## src/rtl/z80_mon_pkg.sv

```systemverilog
// Shared types for the Z80 bus monitor: cycle kinds, sampled pin bundle, trace record
// and the start-condition decoder.
package z80_mon_pkg;

  localparam int unsigned StampW = 16;

  typedef enum logic [2:0] {
    FETCH = 3'd0,
    MEMRD = 3'd1,
    MEMWR = 3'd2,
    IORD  = 3'd3,
    IOWR  = 3'd4,
    INTA  = 3'd5,
    ERR   = 3'd7
  } kind_e;

  typedef struct packed {
    logic        nm1;
    logic        nmreq;
    logic        niorq;
    logic        nrd;
    logic        nwr;
    logic        nrfsh;
    logic [15:0] a;
    logic [7:0]  d;
  } pins_t;

  typedef struct packed {
    kind_e              kind;
    logic [15:0]        addr;
    logic [7:0]         data;
    logic [StampW-1:0]  stamp;
  } mon_rec_t;

  typedef struct packed {
    logic  hit;
    kind_e kind;
  } decode_t;

  localparam pins_t PinsIdle = '{nm1: 1'b1, nmreq: 1'b1, niorq: 1'b1, nrd: 1'b1, nwr: 1'b1,
                                 nrfsh: 1'b1, a: 16'h0000, d: 8'h00};

  // Refresh is masked first; conflicting strobes win over every well-formed kind.
  function automatic decode_t decode_start(pins_t p);
    decode_t r;
    r.hit  = 1'b1;
    r.kind = FETCH;
    if (!p.nrfsh && !p.nmreq) begin
      r.hit = 1'b0;
    end else if (!p.nrd && !p.nwr && (!p.nmreq || !p.niorq)) begin
      r.kind = ERR;
    end else if (!p.nmreq && !p.nrd) begin
      r.kind = p.nm1 ? MEMRD : FETCH;
    end else if (!p.nmreq && !p.nwr) begin
      r.kind = MEMWR;
    end else if (!p.niorq && !p.nrd) begin
      r.kind = IORD;
    end else if (!p.niorq && !p.nwr) begin
      r.kind = IOWR;
    end else if (!p.nm1 && !p.niorq) begin
      r.kind = INTA;
    end else begin
      r.hit = 1'b0;
    end
    return r;
  endfunction

endpackage

```

## src/rtl/mon_fifo.sv

```systemverilog
// First-word fall-through record FIFO; pointers carry an extra wrap bit so full and
// empty are distinguished without a separate counter.
module mon_fifo #(
  parameter int unsigned DEPTH = 8,
  parameter type         rec_t = logic [7:0]
) (
  input  logic                   clk,
  input  logic                   reset,
  input  logic                   push,
  input  rec_t                   push_rec,
  input  logic                   pop,
  output logic                   valid,
  output rec_t                   head,
  output logic [$clog2(DEPTH):0] level,
  output logic                   drop
);

  localparam int unsigned AW = $clog2(DEPTH);
  localparam logic [AW:0] PtrOne = 1;

  rec_t        mem [DEPTH];
  logic [AW:0] wr_q, rd_q;
  logic        full, do_pop, do_push;

  assign valid   = (wr_q != rd_q);
  assign full    = (wr_q[AW] != rd_q[AW]) && (wr_q[AW-1:0] == rd_q[AW-1:0]);
  assign do_pop  = pop && valid;
  // A pop in the same cycle frees the head slot, so a push into a full FIFO still lands.
  assign do_push = push && (!full || do_pop);
  assign drop    = push && !do_push;
  assign head    = mem[rd_q[AW-1:0]];
  assign level   = wr_q - rd_q;

  always_ff @(posedge clk) begin
    if (reset) begin
      wr_q <= '0;
      rd_q <= '0;
    end else begin
      if (do_push) wr_q <= wr_q + PtrOne;
      if (do_pop)  rd_q <= rd_q + PtrOne;
    end
  end

  always_ff @(posedge clk) begin
    if (do_push) mem[wr_q[AW-1:0]] <= push_rec;
  end

endmodule

```

## src/rtl/z80_bus_monitor.sv

```systemverilog
// Passive Z80 bus observer: registers the pins once, tracks each bus cycle with a
// two-state FSM and queues one timestamped record per completed cycle.
module z80_bus_monitor
  import z80_mon_pkg::*;
#(
  parameter int unsigned DEPTH   = 8,
  parameter int unsigned STAMP_W = StampW
) (
  input  logic                   clk,
  input  logic                   reset,
  input  logic                   enable,
  input  logic                   nM1,
  input  logic                   nMREQ,
  input  logic                   nIORQ,
  input  logic                   nRD,
  input  logic                   nWR,
  input  logic                   nRFSH,
  input  logic [15:0]            A,
  input  logic [7:0]             D,
  output logic                   out_valid,
  input  logic                   out_ready,
  output logic [2:0]             out_kind,
  output logic [15:0]            out_addr,
  output logic [7:0]             out_data,
  output logic [STAMP_W-1:0]     out_stamp,
  output logic [$clog2(DEPTH):0] level,
  output logic                   overflow,
  input  logic                   clr_ovf
);

  localparam logic StIdle   = 1'b0;
  localparam logic StActive = 1'b1;
  localparam logic [STAMP_W-1:0] StampOne = 1;

  pins_t              s_q;
  logic               state_q, state_d;
  logic [STAMP_W-1:0] stamp_q;
  kind_e              kind_q;
  logic [15:0]        addr_q;
  logic [7:0]         data_q;
  logic [STAMP_W-1:0] cstamp_q;
  logic               overflow_q;

  decode_t  dec;
  logic     cyc_end, start, finish, fifo_drop;
  mon_rec_t push_rec, head;

  assign dec     = decode_start(s_q);
  // An interrupt acknowledge never asserts nRD/nWR, so it is closed by nIORQ instead.
  assign cyc_end = (kind_q == INTA) ? s_q.niorq : (s_q.nrd && s_q.nwr);
  assign start   = (state_q == StIdle) && enable && dec.hit;
  assign finish  = (state_q == StActive) && cyc_end;

  assign push_rec = '{kind: kind_q, addr: addr_q, data: data_q, stamp: StampW'(cstamp_q)};

  always_comb begin
    state_d = state_q;
    case (state_q)
      StIdle:   if (start)   state_d = StActive;
      StActive: if (cyc_end) state_d = StIdle;
      default:  state_d = StIdle;
    endcase
  end

  always_ff @(posedge clk) begin
    if (reset) begin
      s_q      <= PinsIdle;
      state_q  <= StIdle;
      stamp_q  <= '0;
      kind_q   <= FETCH;
      addr_q   <= '0;
      data_q   <= '0;
      cstamp_q <= '0;
    end else begin
      s_q     <= '{nm1: nM1, nmreq: nMREQ, niorq: nIORQ, nrd: nRD, nwr: nWR, nrfsh: nRFSH,
                   a: A, d: D};
      stamp_q <= stamp_q + StampOne;
      state_q <= state_d;
      if (start) begin
        kind_q   <= dec.kind;
        addr_q   <= s_q.a;
        data_q   <= s_q.d;
        cstamp_q <= stamp_q;
      end else if ((state_q == StActive) && !cyc_end) begin
        data_q <= s_q.d;
      end
    end
  end

  always_ff @(posedge clk) begin
    if (reset) begin
      overflow_q <= 1'b0;
    end else if (fifo_drop) begin
      overflow_q <= 1'b1;
    end else if (clr_ovf) begin
      overflow_q <= 1'b0;
    end
  end

  mon_fifo #(
    .DEPTH (DEPTH),
    .rec_t (mon_rec_t)
  ) u_fifo (
    .clk      (clk),
    .reset    (reset),
    .push     (finish),
    .push_rec (push_rec),
    .pop      (out_ready),
    .valid    (out_valid),
    .head     (head),
    .level    (level),
    .drop     (fifo_drop)
  );

  assign overflow  = overflow_q;
  assign out_kind  = out_valid ? head.kind : 3'd0;
  assign out_addr  = out_valid ? head.addr : 16'h0000;
  assign out_data  = out_valid ? head.data : 8'h00;
  assign out_stamp = out_valid ? STAMP_W'(head.stamp) : '0;

endmodule

```

## config.mk

```make
export PLATFORM = sky130hd
export DESIGN_NAME = z80_bus_monitor
export DESIGN_NICKNAME = d
export VERILOG_FILES = /design/src/rtl/z80_mon_pkg.sv /design/src/rtl/mon_fifo.sv /design/src/rtl/z80_bus_monitor.sv
export SDC_FILE = /design/constraint.sdc
export NUM_CORES = 1
export LEC_CHECK = 0
export CAP_MARGIN = 20
export CORE_MARGIN = 10
export CORE_UTILIZATION = 64
export DETAILED_ROUTE_END_ITERATION = 10
export PLACE_DENSITY = 0.82
export RECOVER_POWER = 25
export SYNTH_ARGS = -nofsm -noshare
export SYNTH_HDL_FRONTEND = slang
export SYNTH_SLANG_ARGS = --single-unit
```

## constraint.sdc

```tcl
create_clock -name clk -period 14.2 [get_ports clk]
set_clock_uncertainty 0.2 [all_clocks]
set_input_delay 2.13 -clock clk [delete_from_list [all_inputs] [get_ports clk]]
set_output_delay 2.13 -clock clk [all_outputs]
set_load 0.01 [all_outputs]
```

======== Word level (Yosys, flattened, before mapping) ========
Memories as Yosys holds them, arrays and structs flattened. A register that Yosys moved wholly into a read port is not among the register bits.
Cells that the tools add are included.
storage, ports and cells
  bits in registers ....................... 99
  memories kept ........................... 1
  memory bits (writable) .................. 344
cells by class
  add/sub/neg operators ................... 4
  muxes and demuxes ....................... 31
  reductions and logical operators ........ 30
  bitwise operators ....................... 1
  equal/unequal tests ..................... 4
memories
  memory      words  width  rd ports  clocked after memory_dff  write ports  RTL line        source
  u_fifo.mem  8      43     1         1                         1            mon_fifo.sv:21  rec_t mem [DEPTH];
operators by type and width
  cell                     count
  $mux W16                 2
  $mux W3                  10
  $mux W8                  3
  $logic_and A1 B1 Y1      17
  $add A16 B1 Y16 const B  1
  $mux W1                  15
  $logic_not A1 Y1         9
  $add A4 B1 Y4 const B    2
  $ne A4 B4 Y1             1
  $reduce_bool A2 Y1       2
  $sub A4 B4 Y4            1
  $eq A3 B3 Y1             1
  $eq A3 B3 Y1 const B     1
  $logic_or A1 B1 Y1       2
  $pmux W1 S2              1
  $ne A1 B1 Y1             1
  $not A1 Y1               1

======== Depth between registers and ports, before layout ========
  depth in word-level cells ............... 12
  gate-level depth with buffers ........... 6
  mapped depth without buffers ............ 6

======== Hierarchy ========
Synthesis repeated with hierarchy kept, for this count alone.
unflattened totals
  cell total of the unflattened synthesis .. 981
  area total of the unflattened synthesis .. 17506.8 um2
modules (own cells, without submodules)
  module           cells each  area each (um2)  seq. area each (um2)  times used
  mon_fifo         573         13818.3          10550.1               1
  z80_bus_monitor  408         3688.5           1821.7                1

======== Worst setup path before layout ========
OpenSTA, ideal clock, no wires.
  path type ............................... input to register
  start point ............................. input out_ready
  end point ............................... memory u_fifo.mem[0][0] (netlist name) (enable)
  data required time ...................... 13450 ps
  data arrival time ....................... 6453 ps
  stages .................................. 3
  slack ................................... 6996 ps
  cells stage by stage .................... or3_4 nand2_1 nor4_1
on the way
  longest elaborated chain between the ends .. 5
RTL lines
  element                        RTL line               source
  from (decl)                    z80_bus_monitor.sv:21  input logic out_ready,
  $logic_and A1 B1 Y1            mon_fifo.sv:27         assign do_pop = pop && valid;
  $logic_or A1 B1 Y1             mon_fifo.sv:29         assign do_push = push && (!full || do_pop);
  $logic_and A1 B1 Y1            mon_fifo.sv:29
  $mux W1                        mon_fifo.sv:45         if (do_push) mem[wr_q[AW-1:0]] <= push_rec;
  $mux W1 (implied by the code)  mon_fifo.sv:45
  to (decl)                      mon_fifo.sv:21
Every way passes these cells.

==> impl_metrics.tcl <==
set metrics [dict create \
    status "completed" \
    seqCellArea_um2 12400 \
    crit_required_ns 11.87 \
    core_um2 26100 \
    synth_ff_type "edfxtp_1" \
    yosysWarnings 0 \
    synth_nets 984 \
    wire_per_inst_um 23.7 \
    cts_max_level 2 \
    grt_usage 0.201 \
    clock.fmax_mhz 164 \
    fin_ws_ns 8.10 \
    vdd_drop_max_mv 0.104 \
    portBuffers 83 \
    leakage_uw 0.00660 \
    post_cts_resized 0 \
    worst_slew_pin_slew_ns 0.983 \
    drt_iter0_markers 846 \
    area_growth_pct 15.5 \
    synthTopCellsByArea "edfxtp_1 61%, dfxtp_1 12%, mux4_2 11%" \
    drive_gt1_frac 0.177 \
    rsz0062_at_grt "false" \
    hold_viol 0 \
    critPathCaptureType "primary output" \
    critPathMaxStageDelay_ns 1.01 \
    fin_setup_tns_ns 0 \
    min_period_over_period 0.430 \
    synth_cells 942 \
    postCtsHoldBufs 0 \
    drc 0 \
    cp_max_fo 47 \
    row_count 59 \
    total_power_uw 2640 \
    critPathKind "reg -> out" \
    viasPerCell 6.10 \
    cts.sinks 446 \
    routed_wl_mm 33.3 \
    synth_edf_count 344 \
    cp-start-kind "flop" \
    ys_async_sr_fraction 0 \
    finalInstanceArea_um2 19600 \
    cts_max_path_buffers 3 \
    maxSlewViolCount 0 \
    start_util 0.650 \
    crit_arrival_ns 3.77 \
    mostFrequentLayoutCells "344 x edfxtp_1, 102 x nor2_1, 99 x dfxtp_1, 86 x mux4_2, 84 x mux2i_1" \
    grt-ovfl-total 0 \
    grt_pass1_vias 9003 \
    die_h_um 183 \
    cap_violations 0 \
    yosys.area.top_type "edfxtp_1" \
    cpMaxStageDelayCell "dfxtp_4" \
    cts_setup_buffers 0 \
    cp_cell_sequence "buf_4, mux4_2, mux2i_1, nor2_1, clkdlybuf4s50_1" \
    synth_top_area_share 0.610 \
    clkLatencyLatePin_ns 0.53 \
    powerDensity_nw_per_um2 135 \
    relSlewSlack 0.345 \
    syn_area_per_cell_um2 18.0 \
    antenna_left 0 \
    multiInputGateArea_um2 4340 \
    netlist_area_um2 16900 \
    synth_cell_type_count 47 \
    path_delay_family "buffers and inverters" \
    synth-seq-area-share 0.730 \
    antenna_found_initial 0 \
    layout_commonest_cell "edfxtp_1" \
    grt_max_degree 69 \
    clk_pin_slew_worst_paths_ns 0.06 \
    die_x_um 183 \
    cts_made_buffers 42 \
    dr_total_vias 8577 \
    placed_cell_area_um2 18100 \
    num_antenna_cells 0 \
    setup_viol 0 \
    globalplace.congestion 0.763 \
    path_buf_inv 2 \
    dpl.hpwl_mm 17.2 \
    hold_path.class "reg -> reg" \
    grt_pass1_wl_mm 52.2 \
    dr.pass1.iters 5 \
    nNetsFinal 1079 \
    ios 84 \
    tritoncts "yes" \
    fillers 1462 \
    dieArea_um2 33400 \
    clockRootBuffer "clkbuf_16" \
    place_ws_ns 8.58 \
    finalCriticalPeriod_ns 6.10 \
    yosys_register_bits 446 \
]
==> Yosys cell counts (3+ instances only) <==
cell and number:
nand4_1 6, or2_2 6, and4_1 3, mux2i_1 84, nand2_1 10, o211ai_1 4
nor3_1 6, o21ai_0 4, nor2b_1 33, edfxtp_1 344, mux4_2 86, xnor2_1 5
inv_1 10, dfxtp_1 102, ha_1 6, nor2_1 106, and3_1 4, buf_2 10
clkbuf_1 25, nand3_1 11, buf_4 7, xor2_1 14, buf_1 4, nand2b_1 18
a21oi_1 9
==> logic make-up after synthesis <==
group,after synthesis,share of synthesized area
fa+ha+maj,7,0.00561
flops,446,0.730
compound gates,24,0.00864
mux,175,0.168
xor+xnor,19,0.00982
buf+inv,59,0.0170
simple gates,212,0.0612
==> layout make-up <==
cell class	instances	share of cell area
clock buffer	57	0.0619
timing repair buffer	100	0.0490
inverter	10	0.00192
multi-input combinational	437	0.222
sequential	446	0.633
tap	335	0.0214
clock inverter	21	0.0113
==> final timing paths <==
check                 startpoint                 to  slack, ns  cells after the start
setup / recovery            flop       out_addr[15]       8.10                      5
hold / removal            s_q[6]          data_q[6]       0.26                      2
setup reg to reg  u_fifo.wr_q[0]  u_fifo.mem[2][29]      10.74                      7
hold reg to reg           s_q[6]          data_q[6]       0.26                      2
==> routing by layer <==
layer  vias to the layer above  routed length, um  GRT usage
li1                       3801                  -          -
met1                      4435              13800      0.271
met2                       289              16800      0.330
met3                        52               1960     0.0362
met4                         0                722     0.0569
met5                         -                  0          0
==> worst register-to-register path, delay by kind of cell, from the launching register on <==
family | cells | cell delay [ns]
and+or+nand+nor | 4 | 1.27
buffers and inverters | 2 | 0.75
DFF | 1 | 0.49
adders and majority gates | 1 | 0.31
==> through the flow <==
stage          instances  hold WS [ns]   util
6_report            1406         0.261  0.751
3_3_place_gp        1326         0.240  0.695
5_1_grt             1406         0.283  0.751
3_5_place_dp        1326         0.250  0.695
4_1_cts             1404         0.267  0.750
2_1_floorplan        942         0.225      -
==> sequential cells by signal (all words and copies together), names as in the netlist, named ones only <==
signal / count
addr_q: 16
data_q: 8
stamp_q: 16
state_q: 1
u_fifo.wr_q: 4
u_fifo.mem: 344
s_q: 30
u_fifo.rd_q: 4
overflow: 1
cstamp_q: 16
kind_q: 3
==> power breakdown <==
group | switching [uW] | total [uW] | internal (uW)
Clock | 459 | 1150 | 689
Combinational | 38.1 | 83.4 | 45.3
Sequential | 12.7 | 1410 | 1400
Total | 510 | 2640 | 2130
Power figures use the tool's default switching activity.
